## config.mk

```make
export PLATFORM = sky130hd
export DESIGN_NAME = regfile
export DESIGN_NICKNAME = d
export VERILOG_FILES = /design/src/rtl/regfile.sv
export SDC_FILE = /design/constraint.sdc
export NUM_CORES = 2
export LEC_CHECK = 0
export ABC_AREA = 1
export CORE_ASPECT_RATIO = 2
export CORE_MARGIN = 4
export CORE_UTILIZATION = 40
export CTS_BUF_LIST = sky130_fd_sc_hd__clkbuf_8
export CTS_CLUSTER_SIZE = 14
export DETAILED_ROUTE_END_ITERATION = 10
export MAX_ROUTING_LAYER = met4
export PLACE_DENSITY_LB_ADDON = 0.15
export SLEW_MARGIN = 30
export SYNTH_ARGS = -nofsm -noshare
export SYNTH_HDL_FRONTEND = slang
export SYNTH_SLANG_ARGS = --single-unit
```

## constraint.sdc

```tcl
create_clock -name dclk -period 3.04 [get_ports dclk]
set_input_delay 0.76 -clock dclk [delete_from_list [all_inputs] [get_ports dclk]]
set_output_delay 0.76 -clock dclk [all_outputs]
set_load 0.005 [all_outputs]
```

## src/rtl/regfile.sv

```systemverilog
// regfile: NREG x DATA_W architectural register file with two combinational
// read ports, same-cycle write-through forwarding, a hardwired-zero x0 and a
// 32-bit count of committed writes.
module regfile #(
  parameter int DATA_W = 32,
  parameter int NREG   = 32
) (
  input  logic              dclk,
  input  logic              rst,
  input  logic              wreg_i,
  input  logic [4:0]        waddr_i,
  input  logic [DATA_W-1:0] wdata_i,
  input  logic              re1_i,
  input  logic [4:0]        raddr1_i,
  output logic [DATA_W-1:0] rdata1_o,
  input  logic              re2_i,
  input  logic [4:0]        raddr2_i,
  output logic [DATA_W-1:0] rdata2_o,
  output logic [31:0]       wcnt_o
);

  localparam int AW = 5;

  // x0 has no storage at all; it exists only as a constant in the read view.
  logic [DATA_W-1:0] r_mem [1:NREG-1];
  logic [DATA_W-1:0] w_entry [NREG];
  logic [31:0]       r_wcnt;
  logic              w_commit;

  // A write commits only outside reset, when enabled, and never to x0.
  assign w_commit = !rst && wreg_i && (waddr_i != '0);

  assign w_entry[0] = '0;

  genvar gi;
  generate
    for (gi = 1; gi < NREG; gi++) begin : g_entry
      // Per-entry storage: cleared by reset, loaded when the committed write targets it.
      always_ff @(posedge dclk) begin
        if (rst) begin
          r_mem[gi] <= '0;
        end else if (w_commit && (waddr_i == AW'(gi))) begin
          r_mem[gi] <= wdata_i;
        end
      end
      assign w_entry[gi] = r_mem[gi];
    end
  endgenerate

  // Gather both read ports into arrays so one generate loop builds them.
  logic              w_re    [2];
  logic [AW-1:0]     w_raddr [2];
  logic [DATA_W-1:0] w_rdata [2];

  assign w_re[0]    = re1_i;
  assign w_re[1]    = re2_i;
  assign w_raddr[0] = raddr1_i;
  assign w_raddr[1] = raddr2_i;

  generate
    for (gi = 0; gi < 2; gi++) begin : g_rport
      logic w_hit;
      // Forward the in-flight write when it targets the same non-zero index.
      assign w_hit = wreg_i && (waddr_i == w_raddr[gi]) && (w_raddr[gi] != '0);

      // Read mux: reset and disabled ports force zero, forwarding beats storage.
      always_comb begin
        w_rdata[gi] = '0;
        if (rst || !w_re[gi] || (w_raddr[gi] == '0)) begin
          w_rdata[gi] = '0;
        end else if (w_hit) begin
          w_rdata[gi] = wdata_i;
        end else begin
          w_rdata[gi] = w_entry[w_raddr[gi]];
        end
      end
    end
  endgenerate

  assign rdata1_o = w_rdata[0];
  assign rdata2_o = w_rdata[1];

  // Commit counter; natural 32-bit wrap, no overflow flag.
  always_ff @(posedge dclk) begin
    if (rst) begin
      r_wcnt <= '0;
    end else if (w_commit) begin
      r_wcnt <= r_wcnt + 32'd1;
    end
  end

  assign wcnt_o = r_wcnt;

endmodule

```

==> Yosys cells after proc, flatten, opt, wreduce, memory -nomap -nowiden <==
Memory sizes are Yosys's and may differ from the RTL's.
Cells that the tools add are included.
{ "classes": {"addsub": 1, "n_lt_le_gt_ge": 2, "eq_ne": 33, "mux": 136, "n_bitwise": 33, "reduce_logical": 49} }
{ "op_table": {"columns": ["op", "count"], "rows": [
  ["$mux W32", 39],
  ["$bmux W32 S5", 2],
  ["$mux W1", 95],
  ["$eq A5 B5 Y1 const B", 16],
  ["$eq A5 B4 Y1 const B", 8],
  ["$logic_and A1 B1 Y1", 37],
  ["$add A32 B1 Y32 const B", 1],
  ["$or A1 B1 Y1", 31],
  ["$eq A5 B3 Y1 const B", 4],
  ["$reduce_bool A5 Y1", 3],
  ["$ge A6 B6 Y1 const B", 2],
  ["$not A5 Y6", 2],
  ["$eq A5 B2 Y1 const B", 2],
  ["$eq A5 B5 Y1", 2],
  ["$logic_not A5 Y1", 2],
  ["$eq A5 B1 Y1 const B", 1],
  ["$logic_or A1 B1 Y1", 4],
  ["$logic_not A1 Y1", 3]
]} }
{ "word_totals": {"register_bits": 32, "ram_bits": 992, "input_bits": 52, "out_inout_bits": 96, "word_cells": 256, "memories": 1} }
{ "memory_table": {"columns": ["name", "depth", "word_bits", "read_ports", "rd_clocked_by_memory_dff", "wr", "line", "rtl"], "rows": [
  ["r_mem", 31, 32, 31, 0, 31, "25", "logic [DATA_W-1:0] r_mem [1:NREG-1];"]
]} }

==> Depth between registers and ports, before layout <==
{ "depth": {"word_depth": 8, "depth_mapped": 13, "mapped_depth_nobuf": 12} }

==> Least setup slack after synthesis <==
OpenSTA, ideal clock, no wires.
{ "synth_timing": {"path_type": "input port to flip-flop", "from": "input waddr_i[1]", "to": "register, netlist name r_mem[0][128]", "setup_ns": 0.478, "arrival_time_ns": 2.567, "required_time_ns": 2.562, "path_slack_ns": -0.004, "stages": 13, "n_path_buf": 3, "path_cell_list": "inv_1 > nand2_1 > nor2_1 > nand2_1 > nand2_2 > inv_2 > buf_6 > nand2_1 > inv_2 > buf_8 > nand2_8 > buf_8 > nand2_1"} }
{ "synth_rtl": {"columns": ["item", "line", "rtl"], "rows": [
  ["from (decl)", "11", "input logic [4:0] waddr_i,"]
]} }

==> Final worst setup path <==
{ "layout_timing": {"from": "input raddr1_i[0]", "to": "output rdata1_o[9]"} }
{ "layout_between": {"elab_chain_len": 6, "word_cells_on_any_way": 12, "classes_between": "eq/ne (1); mux (5); bitwise (1); reduce/logical (5)"} }
{ "layout_lines": {"columns": ["item", "line", "rtl"], "rows": [
  ["from (decl)", "14", "input logic [4:0] raddr1_i,"],
  ["$not A5 Y6 (implied by the code)", "74", "w_rdata[gi] = w_entry[w_raddr[gi]];"],
  ["$bmux W32 S5", "74", null],
  ["$mux W32 (implied by the code) (2 in a row)", "74", null],
  ["$mux W32", "71", "end else if (w_hit) begin"],
  ["$mux W32 (*)", "69", "if (rst || !w_re[gi] || (w_raddr[gi] == '0)) begin"],
  ["to (decl)", "15", "output logic [DATA_W-1:0] rdata1_o,"]
]} }
Every way passes the cells marked *; elsewhere a longest branch is shown, timed or not. The select of a mux whose other input is x is not followed.

==> impl_metrics.json <==
{
  "run_status": "complete, but fails checks",
  "violations_in_the_final_reports": "setup timing",
  "synth-edff-count": 992,
  "setup_viol": 64,
  "layout_setup_ws_ns": -0.387,
  "critPathRequiredTime_ns": 2.28,
  "layout_common_cells": "sky130_fd_sc_hd__nand2_1 (2501), sky130_fd_sc_hd__nand3_1 (1275), sky130_fd_sc_hd__edfxtp_1 (992)",
  "report.final.slew_viol_count": 0,
  "number_of_global_route_vias_before_repair": 61700,
  "cell_rows": 203,
  "placement.io_buffers": 147,
  "synth_cell_type_count": 35,
  "ys_seq_elements": 1024,
  "syn_area_sq_um": 61400,
  "path_class": "in -> out",
  "syn2layout_area_growth_pct": 32.7,
  "first_pass_grt_wire_length_mm": 434,
  "cts_tree": "done",
  "finalSetupTns_ns": -16.51,
  "cell_int_power_mw": 25.4,
  "period_minus_slack_ns": 3.43,
  "cts_root_buf": "sky130_fd_sc_hd__clkbuf_8",
  "die_area_sq_um": 160000,
  "powerDensity_nw_per_um2": 452,
  "total_switching_power_mw": 11.5,
  "startpoint_type": "input pin",
  "timing.fmax_mhz": 292,
  "cts_max_level": 4,
  "worstPathArrival_ns": 2.67,
  "max_cap_viol_count": 0,
  "hold_violations": 0,
  "timing.hold.worst.class": "reg -> reg",
  "cts_max_path_buffers": 4,
  "worst_max_slew_margin_expressed_relative_to_the_limit": 0.457,
  "postLayoutCoreUtil": 0.534,
  "layout.cell_area.non_filler_sq_um": 81500,
  "wl_per_cell_um": 28.4,
  "most_common_library_cell_in_the_layout_ignoring_fill_and_taps": "sky130_fd_sc_hd__nand2_1",
  "via_per_inst": 5.82,
  "synth.avg_cell_area_sq_um": 7.45,
  "synth_nets": 8293,
  "final_routed_wirelength_mm": 312,
  "ys_warn_count": 0,
  "cts_hold_repair.buffers": 0,
  "share_seq_of_total_power": 0.449,
  "power.combinational.fraction": 0.214,
  "i_o_pin_count": 148,
  "layout_worst_path_cycle_share": 1.13,
  "track_usage": 0.387,
  "final.hold.worst_slack_ns": 0.503,
  "clock_power_share": 0.338,
  "power.share.switching": 0.311,
  "grt_max_degree": 43,
  "finalWeightedCongestion": 1.00,
  "antenna_violating_nets_post_route": 0,
  "routed-via-count": 64000,
  "cts_num_sinks": 1024,
  "dpl.hpwl_mm": 209,
  "clkTransAtPathRegs_ns": 0.07,
  "rsz0062_at_grt": "true",
  "cp_max_fo": 8,
  "coreArea_sq_um": 153000,
  "clock_insertion_delay_at_the_later_pin_of_the_skew_report_ns": 0.90,
  "net_count_reported_at_finish": 8882,
  "finClkSkew_ns": 0.0247,
  "async_flop_share": 0,
  "worst_ir_drop_vdd_uv": 348,
  "die-width_um": 285,
  "synth_seq_area_share": 0.496,
  "fraction_of_layout_cells_with_a_size_suffix_above_1": 0.242,
  "total_leakage_power_nw": 36.9,
  "global_route.overflow_total": 0,
  "tightestPinTransition_ns": 0.815,
  "critical_path.endpoint_type": "output port",
  "grt_antenna_before_repair": 2,
  "placedInstanceArea_sq_um": 71600,
  "initialDrtViolationCount": 7699,
  "drt_drc_violations_left": 0,
  "y_dimension_of_the_die_um": 562,
  "cts-buffers-inserted": 163,
  "initial_core_util": 0.402,
  "synthCells": 8240,
  "synthFlopType": "sky130_fd_sc_hd__edfxtp_1",
  "detailed_routing_iteration_count_for_the_pre_antenna_repair_pass": 9
}
cells by family (layout without fill, tap and decap cells):
logic type	Yosys count	after routing	synth area share
buffers and inverters	1481	2185	0.0977
other	0	2	0
adders and majority gates	1	1	0.000204
and+or+nand+nor	5535	5535	0.389
DFF	1024	1024	0.496
AOI/OAI and AO/OA	192	192	0.0162
xor gates and xnor gates	7	7	0.000999
cell type report:
type,count,area (sq um)
timing repair buffer,1073,14000
antenna,2,5.00
clock buffer,165,2270
fill,14100,71200
clock inverter,115,890
sequential,1024,30400
inverter,832,3210
multi-input combinational,5735,28100
tap,2050,2560
cell usage after synthesis, types with 2 or more instances:
master                     count  area share
sky130_fd_sc_hd__nand2_1    2668        0.16
sky130_fd_sc_hd__nand3_1    1576        0.13
sky130_fd_sc_hd__edfxtp_1    992        0.49
sky130_fd_sc_hd__nor2_1      910       0.056
sky130_fd_sc_hd__inv_1       823       0.050
sky130_fd_sc_hd__clkbuf_1    418       0.026
sky130_fd_sc_hd__nor2_2      262       0.027
sky130_fd_sc_hd__o21ai_0     133       0.011
sky130_fd_sc_hd__buf_2       130       0.011
sky130_fd_sc_hd__buf_1        64      0.0039
sky130_fd_sc_hd__or2_2        46      0.0047
sky130_fd_sc_hd__a21oi_1      39      0.0032
sky130_fd_sc_hd__dfxtp_1      32       0.010
sky130_fd_sc_hd__nor2_4       29      0.0053
sky130_fd_sc_hd__buf_6        28      0.0051
sky130_fd_sc_hd__nor3_1       19      0.0015
sky130_fd_sc_hd__a31oi_1      10      0.0010
sky130_fd_sc_hd__nand2_4       9      0.0017
sky130_fd_sc_hd__inv_2         8     0.00049
sky130_fd_sc_hd__nand4_1       6     0.00061
sky130_fd_sc_hd__o211ai_1      6     0.00073
sky130_fd_sc_hd__buf_4         5     0.00061
sky130_fd_sc_hd__xor2_1        5     0.00071
sky130_fd_sc_hd__buf_8         4     0.00098
sky130_fd_sc_hd__nand3b_1      3     0.00037
sky130_fd_sc_hd__nand2_2       2     0.00020
sky130_fd_sc_hd__nor3b_1       2     0.00024
sky130_fd_sc_hd__o21bai_1      2     0.00024
sky130_fd_sc_hd__o22ai_1       2     0.00020
sky130_fd_sc_hd__xnor2_1       2     0.00029
stage by stage:
stage	worst slack, ns	power [mW]	cells
after detailed placement	-0.924	23.2	10500
after global routing	-0.333	37.8	11000
final	-0.387	36.9	11000
after global placement	-0.974	23.2	10500
after floorplan	0.0247	19.8	8240
after CTS	-0.320	36.4	11000
repair_timing:
action,CTS,global route
setup buffers,126,20
gates cloned,46,11
resized for setup,971,315
pin swaps,174,142
setup endpoints to repair,64,64
worst max-delay path, cell delays in order:
cell	delay (ns)
sky130_fd_sc_hd__buf_16	0.14
sky130_fd_sc_hd__clkinv_16	0.10
sky130_fd_sc_hd__buf_16	0.17
sky130_fd_sc_hd__nand4_1	0.24
sky130_fd_sc_hd__and3_4	0.27
sky130_fd_sc_hd__nand2_8	0.15
sky130_fd_sc_hd__buf_12	0.17
sky130_fd_sc_hd__buf_4	0.17
sky130_fd_sc_hd__nand2_4	0.06
sky130_fd_sc_hd__nor2_4	0.17
sky130_fd_sc_hd__nor2_1	0.07
sky130_fd_sc_hd__buf_2	0.13
path summary, 6_finish.rpt:
check,end,from,slack [ns],depth (start not counted)
worst min-delay path,wcnt_o[31],wcnt_o[31],0.50,2
worst max register to register,wcnt_o[20],wcnt_o[0],0.88,10
worst min register to register,wcnt_o[31],wcnt_o[31],0.50,2
worst max-delay path,rdata1_o[9],raddr1_i[0],-0.39,12
routing by layer:
| metal | share of wire | track usage | vias to the layer above |
|---|---|---|---|
| li1 | - | - | 27500 |
| met1 | 0.32 | 0.395 | 30300 |
| met2 | 0.47 | 0.629 | 4463 |
| met3 | 0.095 | 0.0740 | 1756 |
| met4 | 0.12 | 0.350 | 0 |
| met5 | 0 | - | - |
flip-flops by register name (all words and copies together), names as in the netlist:
register,count
r_mem,992
wcnt_o,32
power by group through the flow:
stage               logic (mW)  registers, mW  clock network (mW)
finish                    7.87           16.5                12.5
global route              8.20           16.6                13.1
CTS                       7.37           16.5                12.5
detailed placement        6.38           16.8                   0
global placement          6.36           16.8                   0
floorplan                 3.12           16.7                   0
(Power assumes the default switching activity.)
